`config.mk`:
```
export PLATFORM = sky130hd
export DESIGN_NAME = rm_event_dispatcher
export DESIGN_NICKNAME = d
export VERILOG_FILES = /design/src/rtl/rm_event_dispatcher.sv
export SDC_FILE = /design/constraint.sdc
export NUM_CORES = 1
export LEC_CHECK = 0
export CORE_MARGIN = 5
export CORE_UTILIZATION = 40
export CTS_CLUSTER_SIZE = 30
export DETAILED_ROUTE_END_ITERATION = 8
export MAX_ROUTING_LAYER = met4
export PLACE_DENSITY = 0.65
export SLEW_MARGIN = 5
export SYNTH_ARGS = -nofsm -noshare
export SYNTH_HDL_FRONTEND = slang
export SYNTH_SLANG_ARGS = --single-unit
```
`constraint.sdc`:
```
create_clock -name clk_i -period 3.8 [get_ports clk_i]
set_input_delay 0.76 -clock clk_i [delete_from_list [all_inputs] [get_ports clk_i]]
set_output_delay 0.76 -clock clk_i [all_outputs]
set_load 0.01 [all_outputs]
```
`src/rtl/rm_event_dispatcher.sv`:
```
// Runtime-monitor lane dispatcher: maps commit-group contexts onto monitor lanes and drives one-hot lane event vectors.
// Optional idle-lane expiry is compiled in with `define RM_DISPATCH_IDLE_EVICT_EN.
module rm_event_dispatcher #(
  parameter int NUM_LANES         = 5,
  parameter int NUM_EVENTS        = 10,
  parameter int NUM_MONITORED_INS = 2,
  parameter int CTX_W             = 16,
  parameter int IDLE_CYCLES       = 1024,
  parameter int EVT_W             = $clog2(NUM_EVENTS)
) (
  input  logic                                             clk_i,
  input  logic                                             rst_i,
  input  logic                                             valid_i,
  output logic                                             ready_o,
  input  logic [CTX_W-1:0]                                 ctx_i,
  input  logic [NUM_MONITORED_INS-1:0]                     ins_valid_i,
  input  logic [NUM_MONITORED_INS*EVT_W-1:0]               ins_event_i,
  input  logic                                             release_valid_i,
  output logic                                             release_ready_o,
  input  logic [CTX_W-1:0]                                 release_ctx_i,
  output logic [NUM_LANES*NUM_MONITORED_INS*NUM_EVENTS-1:0] lane_vector_o,
  output logic [NUM_LANES-1:0]                             lane_reset_o,
  output logic [NUM_LANES-1:0]                             lane_ctx_valid_o,
  output logic                                             evict_o
);

  localparam int LANE_W    = (NUM_LANES > 1) ? $clog2(NUM_LANES) : 1;
  localparam int SLOT_BITS = NUM_MONITORED_INS * NUM_EVENTS;
  localparam int VEC_W     = NUM_LANES * SLOT_BITS;

  typedef enum logic {ST_IDLE, ST_RESET} state_t;

  state_t                           state_q, state_d;
  logic [NUM_LANES-1:0]             lane_vld_q, vld_d;
  logic [CTX_W-1:0]                 lane_tag_q [NUM_LANES];
  logic [LANE_W-1:0]                rr_q, rr_d;

  logic [LANE_W-1:0]                held_lane_p0;
  logic [NUM_MONITORED_INS-1:0]     held_ins_valid_p0;
  logic [NUM_MONITORED_INS*EVT_W-1:0] held_ins_event_p0;

  logic [VEC_W-1:0]                 vec_d;
  logic [NUM_LANES-1:0]             lrst_d;
  logic                             evict_d;
  logic                             tag_we, hold_load;
  logic [NUM_LANES-1:0]             dlv_mask, alloc_mask;

  logic                             hit, free_found, rel_hit;
  logic [LANE_W-1:0]                hit_lane, free_lane, rel_lane, victim;
  logic                             accept_grp, release_fire, grp_nonempty;

  function automatic logic [SLOT_BITS-1:0] decode_group(
    input logic [NUM_MONITORED_INS-1:0]       v,
    input logic [NUM_MONITORED_INS*EVT_W-1:0] e
  );
    logic [SLOT_BITS-1:0] r;
    logic [EVT_W-1:0]     idx;
    r = '0;
    for (int k = 0; k < NUM_MONITORED_INS; k++) begin
      idx = e[k*EVT_W +: EVT_W];
      if (v[k] && (int'(idx) < NUM_EVENTS))
        r[k*NUM_EVENTS + int'(idx)] = 1'b1;
    end
    return r;
  endfunction

  function automatic logic [VEC_W-1:0] place_on_lane(
    input logic [LANE_W-1:0]    lane,
    input logic [SLOT_BITS-1:0] slots
  );
    logic [VEC_W-1:0] v;
    v = '0;
    for (int l = 0; l < NUM_LANES; l++)
      if (lane == LANE_W'(l)) v[l*SLOT_BITS +: SLOT_BITS] = slots;
    return v;
  endfunction

  assign ready_o          = (state_q == ST_IDLE) && !release_valid_i && !rst_i;
  assign release_ready_o  = (state_q == ST_IDLE) && !rst_i;
  assign accept_grp       = valid_i && ready_o;
  assign release_fire     = release_valid_i && release_ready_o;
  assign grp_nonempty     = |ins_valid_i;
  assign lane_ctx_valid_o = lane_vld_q;

  // Lane table lookup: context hit, release hit, lowest free lane
  always_comb begin
    hit        = 1'b0;
    hit_lane   = '0;
    rel_hit    = 1'b0;
    rel_lane   = '0;
    free_found = 1'b0;
    free_lane  = '0;
    for (int l = NUM_LANES - 1; l >= 0; l--) begin
      if (lane_vld_q[l] && (lane_tag_q[l] == ctx_i)) begin
        hit      = 1'b1;
        hit_lane = LANE_W'(l);
      end
      if (lane_vld_q[l] && (lane_tag_q[l] == release_ctx_i)) begin
        rel_hit  = 1'b1;
        rel_lane = LANE_W'(l);
      end
      if (!lane_vld_q[l]) begin
        free_found = 1'b1;
        free_lane  = LANE_W'(l);
      end
    end
    victim = free_found ? free_lane : rr_q;
  end

`ifdef RM_DISPATCH_IDLE_EVICT_EN
  localparam int CNT_W = $clog2(IDLE_CYCLES + 1);

  logic [CNT_W-1:0] idle_cnt_q [NUM_LANES];

  function automatic logic [CNT_W-1:0] sat_inc(input logic [CNT_W-1:0] c);
    return (c >= CNT_W'(IDLE_CYCLES)) ? CNT_W'(IDLE_CYCLES) : c + 1'b1;
  endfunction
`endif

  always_comb begin
    state_d    = state_q;
    vld_d      = lane_vld_q;
    rr_d       = rr_q;
    vec_d      = '0;
    lrst_d     = '0;
    evict_d    = 1'b0;
    tag_we     = 1'b0;
    hold_load  = 1'b0;
    dlv_mask   = '0;
    alloc_mask = '0;
    case (state_q)
      ST_IDLE: begin
        if (release_fire) begin
          if (rel_hit) begin
            vld_d[rel_lane]  = 1'b0;
            lrst_d[rel_lane] = 1'b1;
          end
        end else if (accept_grp && grp_nonempty) begin
          if (hit) begin
            vec_d              = place_on_lane(hit_lane, decode_group(ins_valid_i, ins_event_i));
            dlv_mask[hit_lane] = 1'b1;
          end else begin
            vld_d[victim]      = 1'b1;
            lrst_d[victim]     = 1'b1;
            alloc_mask[victim] = 1'b1;
            tag_we             = 1'b1;
            hold_load          = 1'b1;
            state_d            = ST_RESET;
            if (!free_found) begin
              evict_d = 1'b1;
              rr_d    = (rr_q == LANE_W'(NUM_LANES - 1)) ? '0 : rr_q + 1'b1;
            end
          end
        end
      end
      ST_RESET: begin
        vec_d                  = place_on_lane(held_lane_p0, decode_group(held_ins_valid_p0, held_ins_event_p0));
        dlv_mask[held_lane_p0] = 1'b1;
        state_d                = ST_IDLE;
      end
      default: state_d = ST_IDLE;
    endcase
`ifdef RM_DISPATCH_IDLE_EVICT_EN
    // Idle expiry; lanes being fed or (re)allocated this cycle are spared
    if (state_q == ST_IDLE) begin
      for (int l = 0; l < NUM_LANES; l++) begin
        if (lane_vld_q[l] && (idle_cnt_q[l] == CNT_W'(IDLE_CYCLES)) && !dlv_mask[l] && !alloc_mask[l]) begin
          vld_d[l]  = 1'b0;
          lrst_d[l] = 1'b1;
        end
      end
    end
`endif
  end

  // Stage p1: registered control and lane outputs
  always_ff @(posedge clk_i) begin
    if (rst_i) begin
      state_q       <= ST_IDLE;
      lane_vld_q    <= '0;
      rr_q          <= '0;
      lane_vector_o <= '0;
      lane_reset_o  <= '0;
      evict_o       <= 1'b0;
    end else begin
      state_q       <= state_d;
      lane_vld_q    <= vld_d;
      rr_q          <= rr_d;
      lane_vector_o <= vec_d;
      lane_reset_o  <= lrst_d;
      evict_o       <= evict_d;
    end
  end

  // Stage p0: tag store and one-entry held-group buffer (data only, no reset)
  always_ff @(posedge clk_i) begin
    if (tag_we) lane_tag_q[victim] <= ctx_i;
    if (hold_load) begin
      held_lane_p0      <= victim;
      held_ins_valid_p0 <= ins_valid_i;
      held_ins_event_p0 <= ins_event_i;
    end
  end

`ifdef RM_DISPATCH_IDLE_EVICT_EN
  always_ff @(posedge clk_i) begin
    for (int l = 0; l < NUM_LANES; l++) begin
      if (rst_i || alloc_mask[l] || dlv_mask[l]) idle_cnt_q[l] <= '0;
      else if (lane_vld_q[l])                    idle_cnt_q[l] <= sat_inc(idle_cnt_q[l]);
    end
  end
`else
  logic unused_idle_cfg;
  assign unused_idle_cfg = (IDLE_CYCLES > 0) ^ (^dlv_mask) ^ (^alloc_mask);
`endif

endmodule

```
# Yosys cells after proc, flatten, opt, wreduce, memory -nomap -nowiden
# Memories as Yosys holds them, arrays and structs flattened.
# Index checks and enable logic that the tools add are counted.
[totals]
reg_bits = 128
latch_bits = 0
ram_bits = 80
romBits = 0
inputBits = 46
out_inout_bits = 113
mem_count = 1
[mem_list]
columns = ["memory", "depth", "width", "read_ports", "rd_ports_with_merged_regs", "wr", "line", "rtl"]
rows = [
  ["lane_tag_q", 5, 16, 5, 0, 1, "35", "logic [CTX_W-1:0] lane_tag_q [NUM_LANES];"],
]
[classes]
addsub = 3
multipliers = 0
div_mod_pow = 0
order_cmp = 16
n_eq_ne = 21
shift = 0
muxes = 83
n_bitwise = 10
reduce_logical = 36
[op_table]
columns = ["cell", "n"]
rows = [
  ["$mux W20", 17],
  ["$mux W100", 3],
  ["$pmux W100 S2", 1],
  ["$eq A16 B16 Y1", 10],
  ["$mux W3", 17],
  ["$mux W5", 8],
  ["$or A20 B20 Y20", 2],
  ["$mux W16", 2],
  ["$mux W1", 28],
  ["$logic_and A1 B1 Y1", 26],
  ["$lt A4 B4 Y1 const B", 4],
  ["$eq A3 B2 Y1 const B", 4],
  ["$lt A4 B6 Y1 const B", 2],
  ["$lt A5 B6 Y1 const B", 2],
  ["$add A4 B4 Y5 const A", 2],
  ["$demux W1 S5", 2],
  ["$ge A5 B1 Y1 const B", 2],
  ["$eq A3 B3 Y1 const B", 3],
  ["$demux W1 S4", 2],
  ["$ge A4 B1 Y1 const B", 2],
  ["$lt A3 B4 Y1 const B", 2],
  ["$demux W1 S3", 2],
  ["$eq A3 B1 Y1 const B", 2],
  ["$ge A3 B1 Y1 const B", 2],
  ["15 further kinds", 22],
]

# Longest topological paths before layout
# Gate-level depths: netlist (run 1).
# An unclocked memory read counts as a cell.
[depth]
word_depth = 19
mapped_depth = 10
mapped_depth_nobuf = 8

# Worst setup path after synthesis (run 1)
# No wires, ideal clock.
[synth_path]
path_type = "input to register"
start = "input port rst_i"
end = "memory lane_tag_q[1][0], enable pin"
setup_time_ps = 409
arrival_ps = 3538
required_ps = 3391
slack_ps = -148
cell_stages = 10
path_buffers = 3
cell_sequence = "buf_6 nor3_2 o211a_1 buf_6 o21ai_1 or3_1 buf_2 inv_2 nand2b_1 nor3_1"
[synth_between]
elab_chain_cells = 9
word_cells_on_any_way = 11
cone_classes = "mux: 5; reduce/logical: 6"
[synth_lines]
columns = ["element", "line", "rtl"]
rows = [
  ["start: declaration", "12", "input logic rst_i,"],
  ["$logic_not A1 Y1", "78", "assign ready_o = (state_q == ST_IDLE) && !release_valid_i && !rst_i;"],
  ["$logic_and A1 B1 Y1", "78", ""],
  ["via ready_o", "14", "output logic ready_o,"],
  ["$logic_and A1 B1 Y1", "80", "assign accept_grp = valid_i && ready_o;"],
  ["$logic_and A1 B1 Y1", "138", "end else if (accept_grp && grp_nonempty) begin"],
  ["$mux W1 (3 in a row)", "n/a", ""],
  ["via hold_load", "45", "logic tag_we, hold_load;"],
  ["$mux W1", "197", "if (tag_we) lane_tag_q[victim] <= ctx_i;"],
  ["$mux W1 (not written as such)", "197", ""],
  ["end: declaration", "35", ""],
]
# The timed path passes the listed nets, and every way through them passes these cells.

# Worst setup path in the final report (run 1)
[layout_path]
start = "input port ctx_i[10]"
end = "memory lane_tag_q[0][2], enable pin"
[layout_between]
elab_chain_cells = 13
word_cells_on_any_way = 21
cone_classes = "eq/ne: 5; mux: 11; reduce/logical: 5"
[layout_lines]
columns = ["element", "line", "rtl"]
rows = [
  ["start: declaration", "15", "input logic [CTX_W-1:0] ctx_i,"],
  ["$eq A16 B16 Y1", "94", "if (lane_vld_q[l] && (lane_tag_q[l] == ctx_i)) begin"],
  ["$logic_and A1 B1 Y1", "94", ""],
  ["$mux W1 (4 in a row)", "94", ""],
  ["$mux W1 *", "94", ""],
  ["$mux W1 * (4 in a row)", "n/a", ""],
  ["via hold_load", "45", ""],
  ["$mux W1 *", "197", ""],
  ["$mux W1 (not written as such) *", "197", ""],
]
# Mark *: on every way through the listed nets, which the timed path passes. The rest lies on a longest branch.

==> flow_summary.ini, run 1 <==
[drt]
avgViaCountPerCell = 5.38
antenna_left = 0
dr.pass1.iters = 6
wire_per_inst_um = 20.8
drt-total-wl_mm = 27.8
drc = 0
drt_iter0_drc = 512
via_count = 7179

[critical_path]
path_buf_inv = 3
worstPathRequired_ns = 4.07
path_class = in2reg
endpoint_kind = flop
path_cells = clkdlybuf4s50_1 -> xor2_1 -> nor4_1 -> nand4_1 -> o22ai_1 -> or3_1 -> inv_2 -> nand2b_1 -> nor2_1 -> buf_12
cp.arrival_ns = 3.64
slowest_delay_ns = 0.66
crit_slowest_cell = clkdlybuf4s50_1
cp_max_fo = 16
critical_path.startpoint_type = input pin
crit_family = simple AND/OR/NAND/NOR gates

[timing]
max_freq_mhz = 297
finalHoldViolations = 0
tns_ns = 0
fin_crit_ns = 3.37
period_share_pct = 88.6
relSlewSlack_pct = 46.9
rsz0062_at_grt = false
holdWs_ns = 0.532
drv_slew = 0
tightest_slew_ns = 0.795
finClkSkew_ns = 0.0169
setup_viol = 0

[synth]
yosys-top-cells-count = 115 x dfxtp_1, 100 x xor2_1, 93 x edfxtp_1
synth-edff-count = 93
yosys-top-cells-area = edfxtp_1 30%, dfxtp_1 25%, xor2_1 9.4%
synth_top_flop_cell = dfxtp_1
yosys_warnings = 0
avgSynthCellArea_um2 = 11.1
netlist-cell-type-count = 52
syn_area_mm2 = 0.00929
synth.largest_area_cell = edfxtp_1
synth-async-reset-ratio_pct = 0
synthCells = 841
synth.most_common_cell = dfxtp_1
syn_nets = 891
ys_seq_elements = 208
synth_top_cell_area_share_pct = 30.0
seq_area_frac_synth_pct = 54.8

[global_route]
grt_max_degree = 44
grt_antenna_before_repair = 1
grt.total_usage_pct = 20.9
grt_pass1_wl_mm = 41.8
grt_pass1_vias = 7165
grt_overflow = 0

[floorplanning]
io_pins = 159
die-area_mm2 = 0.0264
initial_core_util_pct = 40.8
die_x_um = 162
rows = 55
die_height_um = 162
core_area_mm2 = 0.0228

[power]
vdd_drop_max_uv = 389
leakage_uw = 0.00400
power_density_mw_per_mm2 = 412

[final_layout]
fin_util_pct = 53.4
drive_above_1_share_pct = 10.1
final_cell_area_mm2 = 0.0122
area_growth_pct = 30.8
nNetsFinal = 1053

[cts]
cts_buffers = 24
cts_tree = yes
clock_path_buffers = 3
cts_hold_buffers = 0
cts_resized = 0
post_cts.repair.setup_buffers = 0
clk_pin_slew_ns = 0.06
clkSinkCount = 208
root_buffer = clkbuf_16
clkLatencyLatePin_ns = 0.52
cts.htree.levels = 1

[placed_design]
io_buffers = 158
gp_congestion = 0.950
place_area_mm2 = 0.0113
dpl.hpwl_mm = 21.0

[run]
cap_violations = 0

[worst_hold_path]
hold_class = reg2reg

[run_status]
status = completed
-- worst paths after layout --
path,cells after the start,from,to,slack [ns]
worst max-delay path,10,ctx_i[10],lane_tag_q[0][2]$_DFFE_PP_,0.43
worst min-delay path,2,rr_q[0]$_SDFFE_PP0P_,rr_q[0]$_SDFFE_PP0P_,0.53
worst max register to register,9,lane_tag_q[1][10]$_DFFE_PP_,lane_tag_q[0][2]$_DFFE_PP_,1.00
worst min register to register,2,rr_q[0]$_SDFFE_PP0P_,rr_q[0]$_SDFFE_PP0P_,0.53
-- state kept, by name (all words and copies together) (netlist names) --
| register | count |
|---|---|
| evict_o | 1 |
| held_ins_event_p0 | 8 |
| held_ins_valid_p0 | 2 |
| held_lane_p0 | 3 |
| lane_ctx_valid_o | 5 |
| lane_reset_o | 5 |
| lane_tag_q | 80 |
| lane_vector_o | 100 |
| rr_q | 3 |
| state_q | 1 |
-- tightest hold or removal path: cells and delay by family, from the launching register on --
family / cells / cell delay (ns)
DFF: 1 / 0.34
AOI/OAI and AO/OA: 2 / 0.15
-- layer usage --
| metal | part of all wire, % | wire, um | GRT usage [%] |
|---|---|---|---|
| met1 | 41 | 11400 | 25.6 |
| met2 | 48 | 13400 | 35.3 |
| met3 | 6.6 | 1830 | 3.14 |
| met4 | 4.1 | 1130 | 7.69 |
| met5 | 0 | 0 | - |
-- cell type report --
type	instances	area [um2]
diodes	1	2.50
inverters	21	78.8
clock buffers	34	764
flip-flops and latches	208	5090
repair buffers	195	1930
clock inverters	9	60.1
multi-input cells	553	3830
fillers	2028	10600
well taps	313	392
-- cells by family after synthesis --
kind of cell / count (synthesis) / synth area share [%]
compound gates: 153 / 11.7
flops: 208 / 54.8
fa+ha+maj: 4 / 0.539
xor+xnor: 161 / 15.2
buf+inv: 80 / 4.07
simple gates: 235 / 13.7
-- through the flow --
step / total power, uW / instances / worst slack [ns]
after CTS: 5060 / 1333 / 0.504
after detailed placement: 2730 / 1290 / -0.00712
after global routing: 5170 / 1334 / 0.299
final: 5010 / 1334 / 0.432
after floorplan: 2590 / 841 / -0.148
after global placement: 2730 / 1290 / -0.0133
-- cell usage in the layout, fill, tap and decap left out, types with 29 or more instances in the layout --
cell and n:
clkdlybuf4s50_1 158, dfxtp_1 115, xor2_1 100, edfxtp_1 93
o22ai_1 80, xnor2_1 61, nand2_1 49, nor2_1 35
buf_4 31, clkbuf_16 29
-- power by group --
| group | switching [uW] | total (uW) | internal [uW] | leakage [uW] |
|---|---|---|---|---|
| clock | 920 | 2330 | 1410 | 0.000414 |
| sequential | 12.2 | 2360 | 2350 | 0.00177 |
| combinational | 189 | 321 | 132 | 0.00182 |
| total | 1120 | 5010 | 3890 | 0.00400 |
(Power assumes the default switching activity.)
==> inputs of run 2 (changes only) <==
--- a/config.mk
+++ b/config.mk
@@ -5,6 +5,7 @@
 export SDC_FILE = /design/constraint.sdc
 export NUM_CORES = 1
 export LEC_CHECK = 0
+export CORE_ASPECT_RATIO = 1.1
 export CORE_MARGIN = 5
 export CORE_UTILIZATION = 40
 export CTS_CLUSTER_SIZE = 30
==> flow_summary.ini, run 2 (same netlist as run 1, synthesis figures left out) <==
[run_status]
status = completed

[drt]
via_count = 7156
avgViaCountPerCell = 5.42
dr.pass1.iters = 7
drt_iter0_drc = 530
drc = 0
wire_per_inst_um = 21.4
drt-total-wl_mm = 28.3
antenna_left = 0

[critical_path]
critical_path.startpoint_type = input pin
path_buf_inv = 3
crit_slowest_cell = clkdlybuf4s50_1
cp_max_fo = 16
path_class = in2reg
path_cells = clkdlybuf4s50_1 -> xor2_1 -> nor4_1 -> nand4_1 -> o22ai_1 -> or3_1 -> inv_2 -> nand2b_1 -> nor2_1 -> buf_12
slowest_delay_ns = 0.66
endpoint_kind = flop
crit_family = simple AND/OR/NAND/NOR gates
worstPathRequired_ns = 4.06
cp.arrival_ns = 3.58

[placed_design]
pre_cts_ws_ns = -0.0124
gp_congestion = 1.02
io_buffers = 158
dpl.cell_count = 1278
place_area_mm2 = 0.0113
dpl.hpwl_mm = 21.2

[final_layout]
most-common-layout-cells = 158 x clkdlybuf4s50_1, 115 x dfxtp_1, 100 x xor2_1
largest-register = lane_vector_o
final_cell_area_mm2 = 0.0121
final_common_cell = clkdlybuf4s50_1
fin_util_pct = 53.0
antenna_cells = 0
fillCellCount = 2032
largest_reg_flops = 100
reg_top3 = lane_vector_o x100, lane_tag_q x80, held_ins_event_p0 x8
nNetsFinal = 1053
area_growth_pct = 30.3
drive_above_1_share_pct = 10.1
stdcell_count = 1320

[timing]
max_freq_mhz = 302
tns_ns = 0
setup_viol = 0
finClkSkew_ns = 0.0146
period_share_pct = 87.2
layout_setup_ws_ns = 0.488
drv_slew = 0
relSlewSlack_pct = 35.4
tightest_slew_ns = 0.955
fin_crit_ns = 3.31
rsz0062_at_grt = false
finalHoldViolations = 0

[cts]
cts_hold_buffers = 0
post_cts.repair.setup_buffers = 0
root_buffer = clkbuf_16
cts_resized = 0
cts_buffers = 23
cts_tree = yes
clkSinkCount = 208
cts.htree.levels = 1
clkLatencyLatePin_ns = 0.51
clock_path_buffers = 3
clk_pin_slew_ns = 0.06

[global_route]
grt_pass1_wl_mm = 42.8
grt_antenna_before_repair = 0
grt_pass1_vias = 7123
grt_max_degree = 43
grt.total_usage_pct = 21.4
grt_overflow = 0

[floorplanning]
initial_core_util_pct = 40.7
rows = 58
core_area_mm2 = 0.0229
io_pins = 159
die-area_mm2 = 0.0264
die_height_um = 170
die_x_um = 155

[power]
vdd_drop_max_uv = 304
leakage_uw = 0.00399
power_density_mw_per_mm2 = 412

[run]
cap_violations = 0

[worst_hold_path]
hold_class = reg2reg
## run 2: changes by cell type in the layout (fill, tap and decap cells not counted), sizes merged
| cell | before | now |
|---|---|---|
| buf | 37 | 38 |
| bufinv | 0 | 1 |
| clkinv | 6 | 1 |
| clkinvlp | 0 | 1 |
| diode | 1 | 0 |
| inv | 24 | 26 |
## run 2: power by group
part | total (uW) | internal, uW | switching, uW
sequential | 2360 | 2350 | 12.6
clock | 2300 | 1390 | 912
combinational | 320 | 129 | 191
## run 2: per-layer routing
| layer | vias to the layer above | global-route usage [%] | part of all wire (%) |
|---|---|---|---|
| met1 | 3406 | 26.6 | 41 |
| li1 | 3382 | - | - |
| met3 | 48 | 3.56 | 7.5 |
| met5 | - | - | 0 |
| met4 | 0 | 6.32 | 2.6 |
| met2 | 320 | 36.2 | 49 |
## run 2: final timing paths
| path | to | slack [ns] | cells past startpoint | start |
|---|---|---|---|---|
| setup / recovery | lane_tag_q[0][6]$_DFFE_PP_ | 0.49 | 10 | ctx_i[2] |
| hold / removal | rr_q[0]$_SDFFE_PP0P_ | 0.52 | 2 | rr_q[0]$_SDFFE_PP0P_ |
| setup reg to reg | lane_tag_q[0][6]$_DFFE_PP_ | 1.02 | 9 | lane_tag_q[1][6]$_DFFE_PP_ |
| hold reg to reg | rr_q[0]$_SDFFE_PP0P_ | 0.52 | 2 | rr_q[0]$_SDFFE_PP0P_ |
## run 2: tightest hold or removal path: stages (launching register included)
cell     delay (ns)
dfxtp_1        0.33
o21ai_0        0.08
a21oi_1        0.06
## run 2: per-stage QoR
step                total power [uW]  hold WS (ns)
floorplan                       2590         0.481
global placement                2720         0.510
detailed placement              2730         0.515
CTS                             5010         0.524
global route                    5130         0.553
finish                          4980         0.521
## run 2: layout make-up
cell class	instances	area [um2]	share of cell area [%]
repair buffers	196	1930	15.9
well taps	300	375	3.10
flip-flops and latches	208	5090	42.1
multi-input cells	553	3830	31.6
inverters	21	78.8	0.651
clock buffers	34	716	5.91
clock inverters	8	83.8	0.692
